<file path="config.mk">
export PLATFORM = sky130hd
export DESIGN_NAME = bcd_counter_n_flat
export DESIGN_NICKNAME = d
export VERILOG_FILES = /design/src/rtl/bcd_pkg.sv /design/src/rtl/bcd_counter_n_if.sv /design/src/rtl/bcd_digit_step.sv /design/src/rtl/bcd_counter_n.sv /design/src/flat_wrapper.sv
export SDC_FILE = /design/constraint.sdc
export NUM_CORES = 1
export LEC_CHECK = 0
export ABC_AREA = 1
export CORE_MARGIN = 5
export CORE_UTILIZATION = 40
export CTS_BUF_LIST = sky130_fd_sc_hd__clkbuf_2 sky130_fd_sc_hd__clkbuf_4 sky130_fd_sc_hd__clkbuf_8
export CTS_CLUSTER_DIAMETER = 50
export DETAILED_ROUTE_END_ITERATION = 12
export MAX_ROUTING_LAYER = met4
export PLACE_DENSITY_LB_ADDON = 0.12
export SLEW_MARGIN = 20
export SYNTH_ARGS = -nofsm -noshare
export SYNTH_HDL_FRONTEND = slang
export SYNTH_SLANG_ARGS = --single-unit
</file>
<file path="constraint.sdc">
create_clock -name clk -period 1.3 [get_ports clk]
set_input_delay 0.13 -clock clk [delete_from_list [all_inputs] [get_ports clk]]
set_output_delay 0.13 -clock clk [all_outputs]
set_load 0.05 [all_outputs]
</file>
<file path="src/rtl/bcd_pkg.sv">
`default_nettype none
// ============================================================================
//  Module      : bcd_pkg
//  Description : Shared BCD definitions for the packed-BCD counter family.
//                Digit width, digit limits and digit helper functions.
//  Revision    : 1.0  initial release
// ============================================================================
package bcd_pkg;

    localparam int         BCD_DIGIT_W = 4;
    localparam logic [3:0] BCD_MAX     = 4'd9;
    localparam logic [3:0] BCD_ZERO    = 4'd0;

    typedef logic [BCD_DIGIT_W-1:0] bcd_digit_t;

    // 1 when the nibble is a legal decimal digit (0..9)
    function automatic logic is_bcd_digit(input bcd_digit_t d);
        return (d <= BCD_MAX);
    endfunction

    // Pulls an out-of-range nibble (0xA..0xF) down to 9
    function automatic bcd_digit_t clamp_bcd_digit(input bcd_digit_t d);
        return is_bcd_digit(d) ? d : BCD_MAX;
    endfunction

endpackage
`default_nettype wire

</file>
<file path="src/rtl/bcd_counter_n_if.sv">
`default_nettype none
// ============================================================================
//  Module      : bcd_counter_n_if
//  Description : Control/data bundle for bcd_counter_n.
//                master : drives en, up_dn, clr, load, load_val;
//                         observes count, carry, zero (and err).
//                slave  : the counter itself.
//                err exists only when BCD_CNT_ERR_EN is defined.
//  Revision    : 1.0  initial release
// ============================================================================
interface bcd_counter_n_if #(
    parameter int NUM_DIGITS = 3
);
    logic                    en;
    logic                    up_dn;
    logic                    clr;
    logic                    load;
    logic [4*NUM_DIGITS-1:0] load_val;
    logic [4*NUM_DIGITS-1:0] count;
    logic                    carry;
    logic                    zero;
`ifdef BCD_CNT_ERR_EN
    logic                    err;

    modport master (
        output en, up_dn, clr, load, load_val,
        input  count, carry, zero, err
    );

    modport slave (
        input  en, up_dn, clr, load, load_val,
        output count, carry, zero, err
    );
`else
    modport master (
        output en, up_dn, clr, load, load_val,
        input  count, carry, zero
    );

    modport slave (
        input  en, up_dn, clr, load, load_val,
        output count, carry, zero
    );
`endif
endinterface
`default_nettype wire

</file>
<file path="src/rtl/bcd_digit_step.sv">
`default_nettype none
// ============================================================================
//  Module      : bcd_digit_step
//  Description : One combinational BCD digit of an up/down ripple chain.
//                d_in  : current digit      up_dn : 1 = up, 0 = down
//                cin   : step request from the lower digit (or the counter)
//                d_out : next digit value
//                cout  : carry (up, 9->0) or borrow (down, 0->9) onward
//  Revision    : 1.0  initial release
// ============================================================================
module bcd_digit_step
    import bcd_pkg::*;
(
    input  wire logic [3:0] d_in,
    input  wire logic       up_dn,
    input  wire logic       cin,
    output logic      [3:0] d_out,
    output logic            cout
);

    always_comb begin
        d_out = d_in;
        cout  = 1'b0;
        if (cin) begin
            if (up_dn) begin
                if (d_in == BCD_MAX) begin
                    d_out = BCD_ZERO;
                    cout  = 1'b1;
                end else begin
                    d_out = d_in + 4'd1;
                end
            end else begin
                if (d_in == BCD_ZERO) begin
                    d_out = BCD_MAX;
                    cout  = 1'b1;
                end else begin
                    d_out = d_in - 4'd1;
                end
            end
        end
    end

endmodule
`default_nettype wire

</file>
<file path="src/rtl/bcd_counter_n.sv">
`default_nettype none
// ============================================================================
//  Module      : bcd_counter_n
//  Description : Registered N-digit packed-BCD up/down counter with enable,
//                synchronous clear/load, wrap or saturate boundaries, a
//                one-cycle carry/borrow pulse and a combinational zero flag.
//  Ports       : clk   - rising-edge clock
//                rst_n - synchronous reset, active low
//                bus   - bcd_counter_n_if.slave (en, up_dn, clr, load,
//                        load_val in; count, carry, zero, err out)
//  Parameters  : NUM_DIGITS (1..8), WRAP (1 = wrap, 0 = saturate)
//  Options     : BCD_CNT_ERR_EN - reject loads containing digits > 9 and
//                raise sticky err; otherwise such digits clamp to 9.
//  Revision    : 1.0  initial release
// ============================================================================
module bcd_counter_n
    import bcd_pkg::*;
#(
    parameter int NUM_DIGITS = 3,
    parameter bit WRAP       = 1'b1
) (
    input  wire logic        clk,
    input  wire logic        rst_n,
    bcd_counter_n_if.slave   bus
);

    localparam int c_DATA_W = BCD_DIGIT_W * NUM_DIGITS;

    logic [c_DATA_W-1:0] r_count;
    logic                r_carry;
    logic [c_DATA_W-1:0] w_stepped;
    logic [c_DATA_W-1:0] w_load_fixed;
    logic [NUM_DIGITS:0] w_chain;
    logic                w_boundary;

    // The step request enters at digit 0 every cycle; the register only
    // takes the result when en wins the priority decode.
    assign w_chain[0] = 1'b1;

    generate
        for (genvar g = 0; g < NUM_DIGITS; g++) begin : g_digit
            bcd_digit_step u_step (
                .d_in  (r_count[g*BCD_DIGIT_W +: BCD_DIGIT_W]),
                .up_dn (bus.up_dn),
                .cin   (w_chain[g]),
                .d_out (w_stepped[g*BCD_DIGIT_W +: BCD_DIGIT_W]),
                .cout  (w_chain[g+1])
            );
        end
    endgenerate

    // Carry out of the top digit means all-9s going up or all-0s going down
    assign w_boundary = w_chain[NUM_DIGITS];

    always_comb begin
        w_load_fixed = '0;
        for (int i = 0; i < NUM_DIGITS; i++) begin
            w_load_fixed[i*BCD_DIGIT_W +: BCD_DIGIT_W] =
                clamp_bcd_digit(bus.load_val[i*BCD_DIGIT_W +: BCD_DIGIT_W]);
        end
    end

`ifdef BCD_CNT_ERR_EN
    logic r_err;
    logic w_load_ok;

    always_comb begin
        w_load_ok = 1'b1;
        for (int i = 0; i < NUM_DIGITS; i++) begin
            if (!is_bcd_digit(bus.load_val[i*BCD_DIGIT_W +: BCD_DIGIT_W])) begin
                w_load_ok = 1'b0;
            end
        end
    end

    always_ff @(posedge clk) begin
        if (!rst_n) begin
            r_count <= '0;
            r_carry <= 1'b0;
            r_err   <= 1'b0;
        end else if (bus.clr) begin
            r_count <= '0;
            r_carry <= 1'b0;
            r_err   <= 1'b0;
        end else if (bus.load) begin
            r_carry <= 1'b0;
            // A rejected load leaves count alone; a valid one never clears err
            if (w_load_ok) begin
                r_count <= w_load_fixed;
            end else begin
                r_err   <= 1'b1;
            end
        end else if (bus.en) begin
            r_carry <= w_boundary;
            if (!w_boundary || WRAP) begin
                r_count <= w_stepped;
            end
        end else begin
            r_carry <= 1'b0;
        end
    end

    assign bus.err = r_err;
`else
    always_ff @(posedge clk) begin
        if (!rst_n) begin
            r_count <= '0;
            r_carry <= 1'b0;
        end else if (bus.clr) begin
            r_count <= '0;
            r_carry <= 1'b0;
        end else if (bus.load) begin
            r_carry <= 1'b0;
            r_count <= w_load_fixed;
        end else if (bus.en) begin
            r_carry <= w_boundary;
            // Saturate mode: hitting a boundary holds the count but still pulses carry
            if (!w_boundary || WRAP) begin
                r_count <= w_stepped;
            end
        end else begin
            r_carry <= 1'b0;
        end
    end
`endif

    assign bus.count = r_count;
    assign bus.carry = r_carry;
    assign bus.zero  = (r_count == '0);

endmodule
`default_nettype wire

</file>
<file path="src/flat_wrapper.sv">
// flat-port wrapper written by rule: the top's interface ports become plain ports
module bcd_counter_n_flat import bcd_pkg::*;
#(
    parameter int NUM_DIGITS = 3,
    parameter bit WRAP       = 1'b1
)
  (clk, rst_n, bus_en, bus_up_dn, bus_clr, bus_load, bus_load_val, bus_count, bus_carry, bus_zero);
  bcd_counter_n_if #(.NUM_DIGITS(NUM_DIGITS)) bus_i ();
  input  wire logic clk;
  input  wire logic rst_n;
  input wire logic [$bits(bus_i.en)-1:0] bus_en;
  input wire logic [$bits(bus_i.up_dn)-1:0] bus_up_dn;
  input wire logic [$bits(bus_i.clr)-1:0] bus_clr;
  input wire logic [$bits(bus_i.load)-1:0] bus_load;
  input wire logic [$bits(bus_i.load_val)-1:0] bus_load_val;
  output wire logic [$bits(bus_i.count)-1:0] bus_count;
  output wire logic [$bits(bus_i.carry)-1:0] bus_carry;
  output wire logic [$bits(bus_i.zero)-1:0] bus_zero;
  assign bus_i.en = bus_en;
  assign bus_i.up_dn = bus_up_dn;
  assign bus_i.clr = bus_clr;
  assign bus_i.load = bus_load;
  assign bus_i.load_val = bus_load_val;
  assign bus_count = bus_i.count;
  assign bus_carry = bus_i.carry;
  assign bus_zero = bus_i.zero;
  bcd_counter_n #(.NUM_DIGITS(NUM_DIGITS), .WRAP(WRAP)) u_core (.clk(clk), .rst_n(rst_n), .bus(bus_i));
endmodule
</file>
After elaboration in Yosys (flattened, before gate mapping) --
Cells that the tools add are included.
Storage, ports and cells: flip-flop bits (word level) 13, bits of input ports 18, output and inout bits 14
Operators by class: reduce and logical (&&, ||, !) cells 11, equal/unequal tests 3, muxes and demuxes 26, order comparisons 3, add/subtract/negate cells 6, bitwise operators 3
Operator list (number):
- $mux 4 | 14
- $mux 12 | 2
- $add 4x1->4 const B | 3
- $eq 4x4->1 const B | 3
- $le 4x4->1 const B | 3
- $logic_not 12->1 | 1
- $logic_not 4->1 | 3
- $sub 4x1->4 const B | 3
- $mux 1 | 10
- $reduce_bool 2->1 | 3
- $reduce_or 5->1 | 1
- $reduce_and 2->1 | 2
- $not 1->1 | 3
- $reduce_or 2->1 | 1

Depth between registers and ports, before layout --
Gate-level depths: netlist (run 1).
word-level depth 7, mapped depth 11, gate-level depth less buffers 11

Modules after synthesis --
Synthesis (run 1) repeated with hierarchy kept, for this count alone.
Second synthesis, totals: cell total of the unflattened synthesis 260, area total of the unflattened synthesis 1393.8 µm²
Modules (own cells, without submodules):
- bcd_counter_n | cells each 122, times used 1, area each 759.5 µm²
- bcd_digit_step | cells each 46, times used 3, area each 211.5 µm²

Worst setup path before layout (run 1) --
Ideal clock, no wire load.
kind register to output, start reg u_core.r_count[0], in the netlist u_core.bus.count[0], end out bus_zero, slack -0.896 ns, arrival time 2.066 ns, required time 1.170 ns, cell stages (with the launch flop) 6, path buffers 0, cells stage by stage dfxtp_1 -> nor2_2 -> inv_1 -> nor2_1 -> inv_1 -> nor3_1
Between the ends: cells in the longest elaborated chain, start to end 1
Ends and longest elaborated chain:
- from (decl) | RTL line bcd_counter_n.sv:29 | logic [c_DATA_W-1:0] r_count;
- from (signal assigned) | RTL line bcd_counter_n.sv:114 | r_count <= w_load_fixed;
- from (signal assigned) | RTL line bcd_counter_n.sv:119 | r_count <= w_stepped;
- $logic_not 12->1 | RTL line bcd_counter_n.sv:129 | assign bus.zero = (r_count == '0);
- to (decl) | RTL line flat_wrapper.sv:18 | output wire logic [$bits(bus_i.zero)-1:0] bus_zero;
No other way between the ends.

Worst setup path in the final report (run 1) --
start reg u_core.r_count[4], in the netlist u_core.bus.count[4], end out bus_zero
Same word-level chain as after synthesis.

==> results of run 1 <==
## where the power goes
group | leakage (uW) | internal, uW | switching [uW]
Combinational | 0.000928 | 364 | 391
Sequential | 0.000114 | 411 | 33.2
Clock | 0.0000184 | 140 | 159
Total | 0.00106 | 915 | 584
## registers in the layout, indices dropped and copies added (netlist names)
register	count
u_core.bus.count	12
u_core.bus.carry	1
## worst paths after layout
path / start / end / slack [ps] / cells after the start
max reg2reg: u_core.bus.count[3] / u_core.bus.count[1] / -100 / 9
min reg2reg: u_core.bus.count[6] / u_core.bus.count[6] / 580 / 2
max: u_core.bus.count[4] / bus_zero / -180 / 5
min: bus_load_val[0] / u_core.bus.count[0] / 490 / 3
## worst register-to-register path, stage by stage (launching register included)
cell and delay, ps:
dfxtp_4 380, buf_6 110, inv_4 40, nor2_4 80
buf_4 120, inv_1 40, o21ai_0 200, o21ai_0 170
nand2_1 100, a21oi_1 50
## final cells by class
class	instances	area, um2
multi-input cells	164	933
repair buffers	78	830
fillers	181	564
flip-flops and latches	13	295
inverters	29	114
well taps	31	38.8
clock buffers	4	30.0
## cells in the mapped netlist (all sizes together)
cell type	count
nor3	2
nand2	70
nand3	19
nor4	1
a21oi	14
a41oi	1
a31oi	2
o21ai	13
nand3b	1
o221ai	1
a21boi	1
xor2	2
nor2	32
o211ai	1
nand4	3
buf	4
inv	29
a211oi	1
dfxtp	13
clkbuf	2
## through the flow
step	hold WS [ps]	setup slack (ps)
after detailed placement	575	-220
after CTS	506	-179
after global placement	570	-155
after global routing	509	-214
after floorplan	292	-113
final	495	-175
## layer usage
| metal | part of all wire [%] | GRT usage [%] | up-vias |
|---|---|---|---|
| met4 | 0.85 | 5.80 | 0 |
| met1 | 42 | 23.8 | 746 |
| met5 | 0 | - | - |
| met2 | 52 | 33.5 | 59 |
| met3 | 5.2 | 2.76 | 4 |
| li1 | - | - | 834 |
## logic make-up after synthesis
logic type | count (synthesis)
AO/OA/AOI/OAI | 34
XOR/XNOR | 2
buffers and inverters | 35
flip-flops | 13
AND/OR/NAND/NOR | 128
## what timing repair did
action                     CTS  global route
gates resized for setup     16            48
setup endpoints to repair    6            14
pin swaps                    7            17
buffers inserted             6             6
==> results.yml, run 1 <==
outcome:
  run_status: "finished, violations left"
  violations: "negative setup slack"
synth:
  synth_top_family_by_area: "simple AND/OR/NAND/NOR gates"
  synth_mux_area_share_pct: 0
  ys_ff_latch: 13
  netlist_area_um2: 1180
  ys_types: 26
  synth_top_cell_by_area: "dfxtp_1"
  syn_nets: 230
  yosysWarnings: 0
  synth_fa_ha_area_share_pct: 0
  postSynthCellCount: 212
  synth_compound_area_share_pct: 16.2
  synth_xor_area_share_pct: 1.48
  syn_area_per_cell_um2: 5.59
  synthTopCellsByArea: "dfxtp_1 (22%), nand2_1 (21%), inv_1 (8.9%), nor2_1 (8.9%), nand3_1 (7.2%)"
  synth_top_area_share_pct: 22.0
  synth_simple_gate_area_share_pct: 47.2
  seq_area_frac_synth_pct: 22.0
layout:
  fin_area_um2: 2240
  n_antenna_cell: 0
  final_cell_mix: "nand2_1 (57), buf_4 (40), inv_1 (19)"
  final_common_cell: "nand2_1"
  area_growth_pct: 89.1
  nNetsFinal: 307
  final_cells: 319
  layout-drive-gt1-share_pct: 43.4
  final_util_pct: 79.9
timing:
  finalSetupTns_ps: -413
  grt_setup_unrepaired: "yes"
  worstMarginPinSlew_ps: 302
  layout_setup_ws_ps: -175
  fmax_ghz: 0.678
  maxSlewViolCount: 0
  final_hold_viol_count: 0
  skew_ps: 3.68
  period_needed_ps: 1480
  maxSlewHeadroom_pct: 79.8
  period_share_pct: 113
  setup_violations: 7
critical_path:
  crit_buf_inv: 2
  crit_slowest_cell: "dfxtp_4"
  critical_path.top_delay_family: "simple AND/OR/NAND/NOR gates"
  cp_slowest_stage_delay_ps: 360
  end_kind: "output pin"
  worstPathRequired_ps: 1170
  cp.arrival_ps: 1350
  crit_chain: "nor2_4 -> nand3_4 -> buf_6 -> nor3_4 -> buf_12"
  start_kind: "register"
  worstSetupPathType: "reg -> out"
  crit_fanout: 3
clock_network:
  cts_buffers: 3
  clk_path_buf_depth: 2
  cts_max_level: 1
  cts_hold_buf: 0
  cts_tree: "built"
  clk-insertion-delay-late_ps: 290
  cts_root_buf: "clkbuf_4"
  clk_pin_slew_ps: 100
  cts_sinks: 13
place:
  port_buffers: 31
  place_congestion: 0.894
  dp_cells: 304
  hpwl_mm: 2.86
  place_area_um2: 1940
global_routing:
  grt_pass1_wl_mm: 6.40
  grt_max_degree: 12
  grt_usage_pct: 19.5
  grt_pass1_vias: 1515
  grt_antenna_before_repair: 0
  gr-total-overflow: 0
floorplanning:
  floorplan.initialDensity_pct: 42.2
  die_w_um: 64.4
  dieArea_um2: 4150
  core_area_um2: 2810
  die_h_um: 64.4
  io_pins: 32
  num_rows: 19
pwr:
  p_leak_uw: 0.00106
  finalPower_uw: 1500
  pwr_density_cell_nw_per_um2: 669
  max-vdd-ir-drop_mv: 0.503
flow_run:
  maxCapViolations: 0
detailed_routing:
  dr.first_iter.drc_count: 185
  drt-pass1-iter-count: 4
  viasPerCell: 5.15
  antenna_left: 0
  routed_wl_mm: 4.25
  wl_per_cell_um: 13.3
  vias: 1643
  drcViolationCount: 0
min_path:
  hold_path_class: "in -> reg"
Power figures use the tool's default switching activity.
==> run 2: changes to the inputs <==
--- a/config.mk
+++ b/config.mk
@@ -6,7 +6,7 @@
 export NUM_CORES = 1
 export LEC_CHECK = 0
 export ABC_AREA = 1
-export CORE_MARGIN = 5
+export CORE_MARGIN = 2
 export CORE_UTILIZATION = 40
 export CTS_BUF_LIST = sky130_fd_sc_hd__clkbuf_2 sky130_fd_sc_hd__clkbuf_4 sky130_fd_sc_hd__clkbuf_8
 export CTS_CLUSTER_DIAMETER = 50
==> results.yml, run 2 (same netlist as run 1, synthesis figures left out) <==
layout:
  area_growth_pct: 79.3
  fill_cells: 220
  final_common_cell: "nand2_1"
  final_cell_mix: "nand2_1 (61), buf_4 (35), nor2_1 (23), inv_1 (23), clkdlybuf4s50_1 (17)"
  n_antenna_cell: 0
  largest_reg_flops: 12
  final_cells: 313
  nNetsFinal: 301
  layout-drive-gt1-share_pct: 38.3
min_path:
  hold_path_end: "u_core.bus.count[0]"
  hold_depth: 3
  hold_path_class: "in -> reg"
  worstHoldStart: "bus_load_val[0]"
place:
  place_congestion: 0.854
  dp_cells: 302
  place_ws_ps: -210
  port_buffers: 31
  hpwl_mm: 2.71
critical_path:
  reg2reg_depth: 9
  r2r_start: "u_core.bus.count[3]"
  r2r_end: "u_core.bus.count[9]"
  worstPathRequired_ps: 1170
  crit_slowest_cell: "dfxtp_4"
  cp.arrival_ps: 1370
  cp_slowest_stage_delay_ps: 380
  crit_chain: "nor2_4 -> inv_2 -> nor2_4 -> inv_2 -> nor3_4 -> buf_12"
  crit_buf_inv: 3
  rrSetupSlack_ps: -40
  critical_path.top_delay_family: "simple AND/OR/NAND/NOR gates"
  start_kind: "register"
  worstSetupPathType: "reg -> out"
  crit_fanout: 4
  end_kind: "output pin"
pwr:
  max-vdd-ir-drop_mv: 0.659
  pwr_density_cell_nw_per_um2: 676
  p_leak_uw: 0.00102
  finalPower_uw: 1440
detailed_routing:
  routed_wl_mm: 3.83
  viasPerCell: 5.10
  drt-pass1-iter-count: 4
  wl_per_cell_um: 12.2
  drcViolationCount: 0
  dr.first_iter.drc_count: 80
  antenna_left: 0
  vias: 1596
global_routing:
  grt_usage_pct: 23.5
  grt_pass1_wl_mm: 6.04
  grt_util_met2_pct: 40.0
  grt_antenna_before_repair: 0
  gr-total-overflow: 0
  globalRouteMet3Util_pct: 2.86
  grt_max_degree: 11
  grt_util_met1_pct: 28.3
  grt_pass1_vias: 1455
  grt-busiest-layer: "met2"
outcome:
  violations: "negative setup slack"
  run_status: "finished, violations left"
clock_network:
  cts_root_buf: "clkbuf_4"
  cts_max_level: 1
  cts_buffers: 3
  clk_pin_slew_ps: 90
  clk-insertion-delay-late_ps: 290
  clk_path_buf_depth: 2
  cts_tree: "built"
  cts_sinks: 13
timing:
  period_needed_ps: 1500
  grt_setup_unrepaired: "yes"
  maxSlewViolCount: 0
  final_hold_viol_count: 0
  fmax_ghz: 0.667
  worstMarginPinSlew_ps: 317
  skew_ps: 2.76
  period_share_pct: 115
  maxSlewHeadroom_pct: 78.8
  setup_violations: 9
  layout_setup_ws_ps: -199
floorplanning:
  dieArea_um2: 3410
  floorplan.initialDensity_pct: 42.6
  die_w_um: 58.4
  io_pins: 32
  core_area_um2: 2780
  num_rows: 19
  die_h_um: 58.4
flow_run:
  maxCapViolations: 0
==> run 2: cell count changes in the layout (fill, tap and decap cells not counted), sizes merged <==
cell,delta
buf,-6
==> run 2: power breakdown <==
part / switching (uW) / internal [uW] / leakage (uW)
Clock: 150 / 140 / 0.0000184
Sequential: 30.2 / 415 / 0.000112
Combinational: 366 / 334 / 0.000894
==> run 2: worst max path at each step <==
| stage | start | to | slack [ps] | cells past startpoint |
|---|---|---|---|---|
| after floorplan | u_core.bus.count[1] | bus_zero | -110 | 5 |
| after global placement | bus_up_dn | u_core.bus.count[5] | -180 | 9 |
| after detailed placement | bus_up_dn | u_core.bus.count[9] | -210 | 9 |
| after CTS | u_core.bus.count[0] | bus_zero | -230 | 6 |
| after global routing | u_core.bus.count[3] | bus_zero | -300 | 6 |
| final | u_core.bus.count[3] | bus_zero | -200 | 6 |
==> run 2: area by class of cell <==
cell class / count / area (um2) / area share [%]
tap: 31 / 38.8 / 1.83
clock buffer: 4 / 30.0 / 1.41
inverter: 29 / 111 / 5.24
multi-input combinational: 164 / 878 / 41.3
timing repair buffer: 72 / 781 / 36.7
sequential: 13 / 285 / 13.4
==> run 2: per-layer routing <==
metal / vias up / share of wire, %
met5: - / 0
li1: 823 / -
met1: 703 / 42
met2: 59 / 50
met3: 11 / 5.1
met4: 0 / 2.5
==> run 2: timing repair <==
| item | in CTS | in global routing |
|---|---|---|
| pin swaps | 10 | 12 |
| hold buffers | 0 | 0 |
| resized for setup | 14 | 26 |
| buffers inserted | 6 | 1 |
| setup endpoints to repair | 5 | 13 |
==> run 2: worst reg2reg max path, delay by kind of cell (launching register included) <==
family        cells  cell delay [ps]
buf+inv           1              100
flops             1              400
simple gates      8              740
==> run 2: metrics by stage <==
stage / instance area [um2] / hold WS, ps / TNS, ps / util, %
after floorplan: 1230 / 292 / -750 / -
after global placement: 1920 / 557 / -1880 / 69.1
after detailed placement: 1920 / 553 / -2180 / 69.1
after CTS: 2040 / 442 / -390 / 73.3
after global routing: 2120 / 476 / -1340 / 76.4
final: 2120 / 450 / -379 / 76.4
